===== config.mk =====
export PLATFORM = sky130hd
export DESIGN_NAME = uart_tx_fifo
export DESIGN_NICKNAME = d
export VERILOG_FILES = /design/src/rtl/uart_tx_fifo.sv
export SDC_FILE = /design/constraint.sdc
export NUM_CORES = 1
export LEC_CHECK = 0
export CAP_MARGIN = 15
export CORE_MARGIN = 4
export CORE_UTILIZATION = 64
export DETAILED_ROUTE_END_ITERATION = 12
export PLACE_DENSITY_LB_ADDON = 0.25
export SYNTH_ARGS = -nofsm -noshare
export SYNTH_HDL_FRONTEND = slang
export SYNTH_SLANG_ARGS = --single-unit
export TNS_END_PERCENT = 5

===== constraint.sdc =====
create_clock -name clk -period 4.4 [get_ports clk]
set_input_delay 0.66 -clock clk [delete_from_list [all_inputs] [get_ports clk]]
set_output_delay 0.66 -clock clk [all_outputs]
set_load 0.02 [all_outputs]

===== src/rtl/uart_tx_fifo.sv =====
// Transmit byte FIFO feeding a UART transmitter: buffers host writes and hands
// bytes out one at a time with a tx_en pulse, waiting for tx_done between bytes.
module uart_tx_fifo #(
    parameter int DEPTH  = 16,
    parameter int ADDR_W = 4
) (
    input  logic              clk,
    input  logic              rst_n,
    input  logic              wr_en,
    input  logic [7:0]        wr_data,
    input  logic              ovf_clr,
    output logic              full,
    output logic              empty,
    output logic [ADDR_W:0]   count,
    output logic              overflow,
    output logic              tx_en,
    output logic [7:0]        tx_data,
    input  logic              tx_done
);

    localparam logic [ADDR_W:0] FULL_CNT = (ADDR_W+1)'(DEPTH);

    typedef enum logic [1:0] {
        S_IDLE  = 2'd0,
        S_START = 2'd1,
        S_WAIT  = 2'd2
    } state_t;

    state_t            state_q;
    logic [7:0]        mem [DEPTH];
    logic [ADDR_W-1:0] wr_ptr_q, rd_ptr_q;
    logic [ADDR_W:0]   count_q, count_d;
    logic              full_q, empty_q, overflow_q, overflow_d;
    logic              tx_en_q;
    logic [7:0]        tx_data_q;
    logic              push, pop;

    // Acceptance decisions use only registered flags, so a pop in the same
    // cycle never rescues a write against a full buffer.
    assign push = wr_en && !full_q;
    assign pop  = (state_q == S_IDLE) && !empty_q;

    always_comb begin
        count_d    = count_q + {{ADDR_W{1'b0}}, push} - {{ADDR_W{1'b0}}, pop};
        overflow_d = overflow_q;
        if (ovf_clr)
            overflow_d = 1'b0;
        if (wr_en && full_q)
            overflow_d = 1'b1;
    end

    always_ff @(posedge clk) begin
        if (push)
            mem[wr_ptr_q] <= wr_data;
    end

    always_ff @(posedge clk or negedge rst_n) begin
        if (!rst_n) begin
            wr_ptr_q   <= '0;
            rd_ptr_q   <= '0;
            count_q    <= '0;
            full_q     <= 1'b0;
            empty_q    <= 1'b1;
            overflow_q <= 1'b0;
        end else begin
            if (push)
                wr_ptr_q <= wr_ptr_q + 1'b1;
            if (pop)
                rd_ptr_q <= rd_ptr_q + 1'b1;
            count_q    <= count_d;
            full_q     <= (count_d == FULL_CNT);
            empty_q    <= (count_d == '0);
            overflow_q <= overflow_d;
        end
    end

    always_ff @(posedge clk or negedge rst_n) begin
        if (!rst_n) begin
            state_q   <= S_IDLE;
            tx_en_q   <= 1'b0;
            tx_data_q <= 8'h00;
        end else begin
            case (state_q)
                S_IDLE: begin
                    tx_en_q <= 1'b0;
                    if (pop) begin
                        tx_data_q <= mem[rd_ptr_q];
                        tx_en_q   <= 1'b1;
                        state_q   <= S_START;
                    end
                end
                S_START: begin
                    tx_en_q <= 1'b0;
                    state_q <= S_WAIT;
                end
                S_WAIT: begin
                    tx_en_q <= 1'b0;
                    if (tx_done)
                        state_q <= S_IDLE;
                end
                default: begin
                    tx_en_q <= 1'b0;
                    state_q <= S_IDLE;
                end
            endcase
        end
    end

    assign full     = full_q;
    assign empty    = empty_q;
    assign count    = count_q;
    assign overflow = overflow_q;
    assign tx_en    = tx_en_q;
    assign tx_data  = tx_data_q;

endmodule


After elaboration in Yosys (flattened, before gate mapping):

Memories as Yosys holds them, arrays and structs flattened. A register that Yosys moved wholly into a read port is not among the register bits.
Cells that the tools add are included.

* flip-flop bits (word level): 19
* RAM bits: 128
* input port bits: 13
* output and inout bits: 17
* logic and storage cells: 38
* memories: 1

* add/sub/neg operators: 4
* equality and inequality tests: 5
* multiplexer cells: 9
* reduce and logical (&&, ||, !) cells: 11

Memory list
* mem: depth 16, bits a word 8, rd ports 1, clocked after Yosys merged registers in 1, wr ports 1, RTL line 30 `logic [7:0] mem [DEPTH];`

Operators by type and width (count)
* $add A4 B1 Y4 const B: 2
* $mux W1: 6
* $pmux W2 S3: 1
* $add A5 B1 Y5: 1
* $eq A5 B5 Y1 const B: 1
* $logic_not A5 Y1: 1
* $sub A5 B1 Y5: 1
* $mux W2: 2
* $ne A2 B2 Y1 const B: 2
* $reduce_and A2 Y1: 2
* $logic_and A1 B1 Y1: 3
* $logic_not A1 Y1: 3
* $eq A2 B1 Y1 const B: 1
* $eq A2 B2 Y1 const B: 1
* $logic_not A2 Y1: 1
* $reduce_bool A2 Y1: 1

Logic depth before layout (Yosys ltp):

* depth in word-level cells: 5
* mapped depth: 12

Worst setup path before layout:

No wires, ideal clock.

* path type: in2reg
* from: input port wr_en
* to: register full_q, in the netlist full
* library setup time: 101 ps
* arrival time: 2650 ps
* required time: 4299 ps
* path slack: 1649 ps
* cell stages on the path: 12
* path buffers: 1
* cells stage by stage: nor2b_1 > clkbuf_1 > inv_1 > ha_1 > inv_1 > ha_1 > inv_1 > fa_1 > nor2b_1 > o21ai_0 > and3_1 > nor4_1

* word-level cells in the longest chain between the ends: 4

RTL lines
* start: declaration: RTL line 9 `input logic wr_en,`
* $logic_and A1 B1 Y1: RTL line 40 `assign push = wr_en && !full_q;`
* $add A5 B1 Y5: RTL line 44 `count_d = count_q + {{ADDR_W{1'b0}}, push} - {{ADDR_W{1'b0}}, pop};`
* $sub A5 B1 Y5: RTL line 44
* $eq A5 B5 Y1: RTL line 71 `full_q <= (count_d == FULL_CNT);`
* end signal: assignment: RTL line 71
* end: declaration: RTL line 33 `logic full_q, empty_q, overflow_q, overflow_d;`

Every way passes these cells.
A chain may end at the register's enable or synchronous reset.

Worst setup path after layout:

Ends and elaborated chain as after synthesis.

==> results.md <==
- Number of synthesis warnings: 0
- Worst Hold Class: flip-flop to flip-flop
- Drt pass-1 iters: 5
- Fraction of layout cells with a size suffix above 1: 14.44%
- LEAKAGE: 2.626 nW
- I/O pins: 30
- Post-Syn Area: roughly 0.0063 mm^2
- Hold depth: 1
- Hpwl dp: about 7000 um
- Core Region: roughly 0.0094 mm^2
- Clk_skew: ~0.013 ns
- Cells after synthesis: approximately 330
- Synth area leaders: edfxtp_1 61%, dfrtp_1 10%, mux4_1 7.6%
- Reg2reg path depth: 11
- Commonest non-fill, non-tap cells in the layout: 128 x edfxtp_1, 29 x clkdlybuf4s50_1, 26 x dfrtp_1
- Post-CTS sizing: 0
- Startpoint types: input pin
- Max cap viols: 0
- Worst setup margin: about 1.3 ns
- Total Routing Usage GR: approximately 22%
- Maximum fanout along the worst path: 8
- Area after DPL: ~0.0067 mm^2
- Buffer count from post-CTS setup fixing: 0
- # fillers: between 500 and 600
- Synth cell types: 41
- Max Root-Sink Buffers: 2
- VDD IR-drop max: a little under 0.4 mV
- Row cnt: 35
- Ys flop type: edfxtp_1
- Minimum clock period: between 3 and 4 ns
- # setup viols final: 0
- Final hold violations: 0
- Port Buffer Count: 29
- Area Growth Syn to Fin: 15.89%
- # diodes: 0
- CP arrival: 3.54 ns
- DR DRC count: 0
- Critical Path Most Common Cell: inv_1
- CP peak stage delay: about 0.47 ns
- Fin crit share: a little over 70%
- Number of global-route vias before repair: roughly 3200
- CTS tree: built
- Seq/Total Area, Yosys: 72.20%
- CP max stage cell: clkdlybuf4s50_1
- 1st-iter DRT viols: 218
- Post-DRT Antenna Nets: 0
- Net Count, Synth: around 350
- Setup total negative slack: 0 ns
- Setup WS pre-CTS: about 0.79 ns
- Antenna violations before repair: 0
- CTS H-tree depth: 4
- Area leader, netlist: edfxtp_1
- Commonest non-fill, non-tap cell in the layout: edfxtp_1
- Syn_area_per_cell: about 19 um^2
- Max Clock Freq: approximately 320 MHz
- Initial core utilization: between 60% and 70%
- DR WL/cell: 22.93 um
- Average vias per placed instance: about 6
- Worst path required time: roughly 4.8 ns
- EDFF count, synth: between 100 and 150
- RSZ-0062 raised after global routing: false
- Internal reg-to-reg setup slack: 1.34 ns
- GPL Wtd Cong: roughly 0.76
- Hold_ws: ~0.48 ns
- Die outline width: 106.9 um
- Worst skew pair latency: 0.52 ns
- Status: completed
- Die footprint: about 0.011 mm^2
- Async SR Flop Fraction: between 15 and 20%
- Crit. End Element: flip-flop
- Power per Cell Area: between 600 and 700 mW/mm^2
- CTS root buffer: clkbuf_8
- Die Ht: roughly 110 um
- Share of the synthesized area in the top cell type: about three fifths
- Slew @ Worst Pin: 0.8910 ns
- Grt total ovfl: 0
- Total power: just under 5 mW
- CP Class: input pin to flip-flop
- Via Count: between 3000 and 4000
- Critical path, cell by cell: clkdlybuf4s50_1 -> nor2b_1 -> inv_1 -> ha_1 -> inv_1 -> ha_1 -> inv_1 -> fa_1 -> nor2b_1 -> o21ai_0 -> and3_1 -> nor4_1
- CTS Sinks: around 160
- Slew margin rel.: a little over 40%
- Final Instance Area: about 0.0073 mm^2
- # nets final: between 300 and 400
- Global-route wire length before repair: ~18000 um
- Cts bufs inserted: 17
- Largest net degree at the start of global routing: 39
- Final Max Slew Viols: 0
- WL final: roughly 12000 um
- Hold-fix buffers, CTS: 0
- Post-synthesis register bit count: approximately 160
- Clk pin slew, worst setup/hold paths: ~0.070 ns
-- path summary, 6_finish.rpt --
check | from | endpoint
max | wr_en | full
min | tx_data[5] | tx_data[5]
max reg2reg | state_q[1] | full
min reg2reg | tx_data[5] | tx_data[5]
max in group asynchronous | rst_n | empty
min in group asynchronous | rst_n | count[3]
-- layout make-up --
class                   count  area [um^2]  share of cell area (%)
clock inverters            15        173.9                   2.397
well taps                 129        161.4                   2.225
inverters                  15        56.30                  0.7760
flip-flops and latches    155         4521                   62.30
multi-input cells         145         1602                   22.07
clock buffers              17        414.1                   5.708
repair buffers             34        327.8                   4.518
-- Yosys cell counts (2+ instances only) --
master	n
inv_1	14
nand4_1	2
a21o_1	6
xnor2_1	8
mux4_2	11
o22ai_1	6
clkbuf_1	4
and2_1	16
o21ai_0	4
nor3b_1	2
ha_1	10
a32oi_1	2
buf_4	2
buf_2	5
mux2_2	4
and3_1	2
nor4_1	2
nor2_1	5
mux4_1	18
nand2_1	10
mux2i_1	17
or3_1	3
a21oi_1	2
edfxtp_1	128
dfrtp_1	26
a31oi_1	2
nor2b_1	3
buf_6	2
-- cell families after synthesis --
kind of cell | Yosys count | share of synthesized area [%]
and+or+nand+nor | 49 | 4.317
AOI/OAI and AO/OA | 26 | 2.738
DFF | 155 | 72.20
buffers and inverters | 29 | 2.218
xor gates and xnor gates | 9 | 1.259
muxes | 50 | 14.95
adders and majority gates | 11 | 2.318
-- stage by stage --
step                      instances  utilization [%]
after global placement          478            71.15
final                           510            77.42
after CTS                       510            77.42
after global routing            510            77.42
after detailed placement        478            71.15
after floorplan                 329                -
-- per-layer routing --
layer	wire (um)	track usage, %	up-vias
met5	0	0	-
met4	104	5.936	0
met3	758	5.900	8
met2	5972	36.38	109
met1	4860	29.89	1566
li1	-	-	1378
-- worst max-delay path: cells and delay by family --
family                   cells  cell delay, ns
adder cells (fa/ha/maj)      3            0.91
AO/OA/AOI/OAI                1            0.14
AND/OR/NAND/NOR              4            1.05
buffers and inverters        4            0.79
-- power breakdown --
group / internal (mW) / switching [mW]
clock: 0.786 / 0.644
sequential: 1.83 / 0.155
combinational: 0.726 / 0.832
-- registers in the layout (all words and copies together) (netlist names) --
signal and cells:
rd_ptr_q 4, tx_en 1, wr_ptr_q 4, overflow 1
mem 128, count 5, tx_data 8, state_q 2
empty 1, full 1
(Power assumes the default switching activity.)
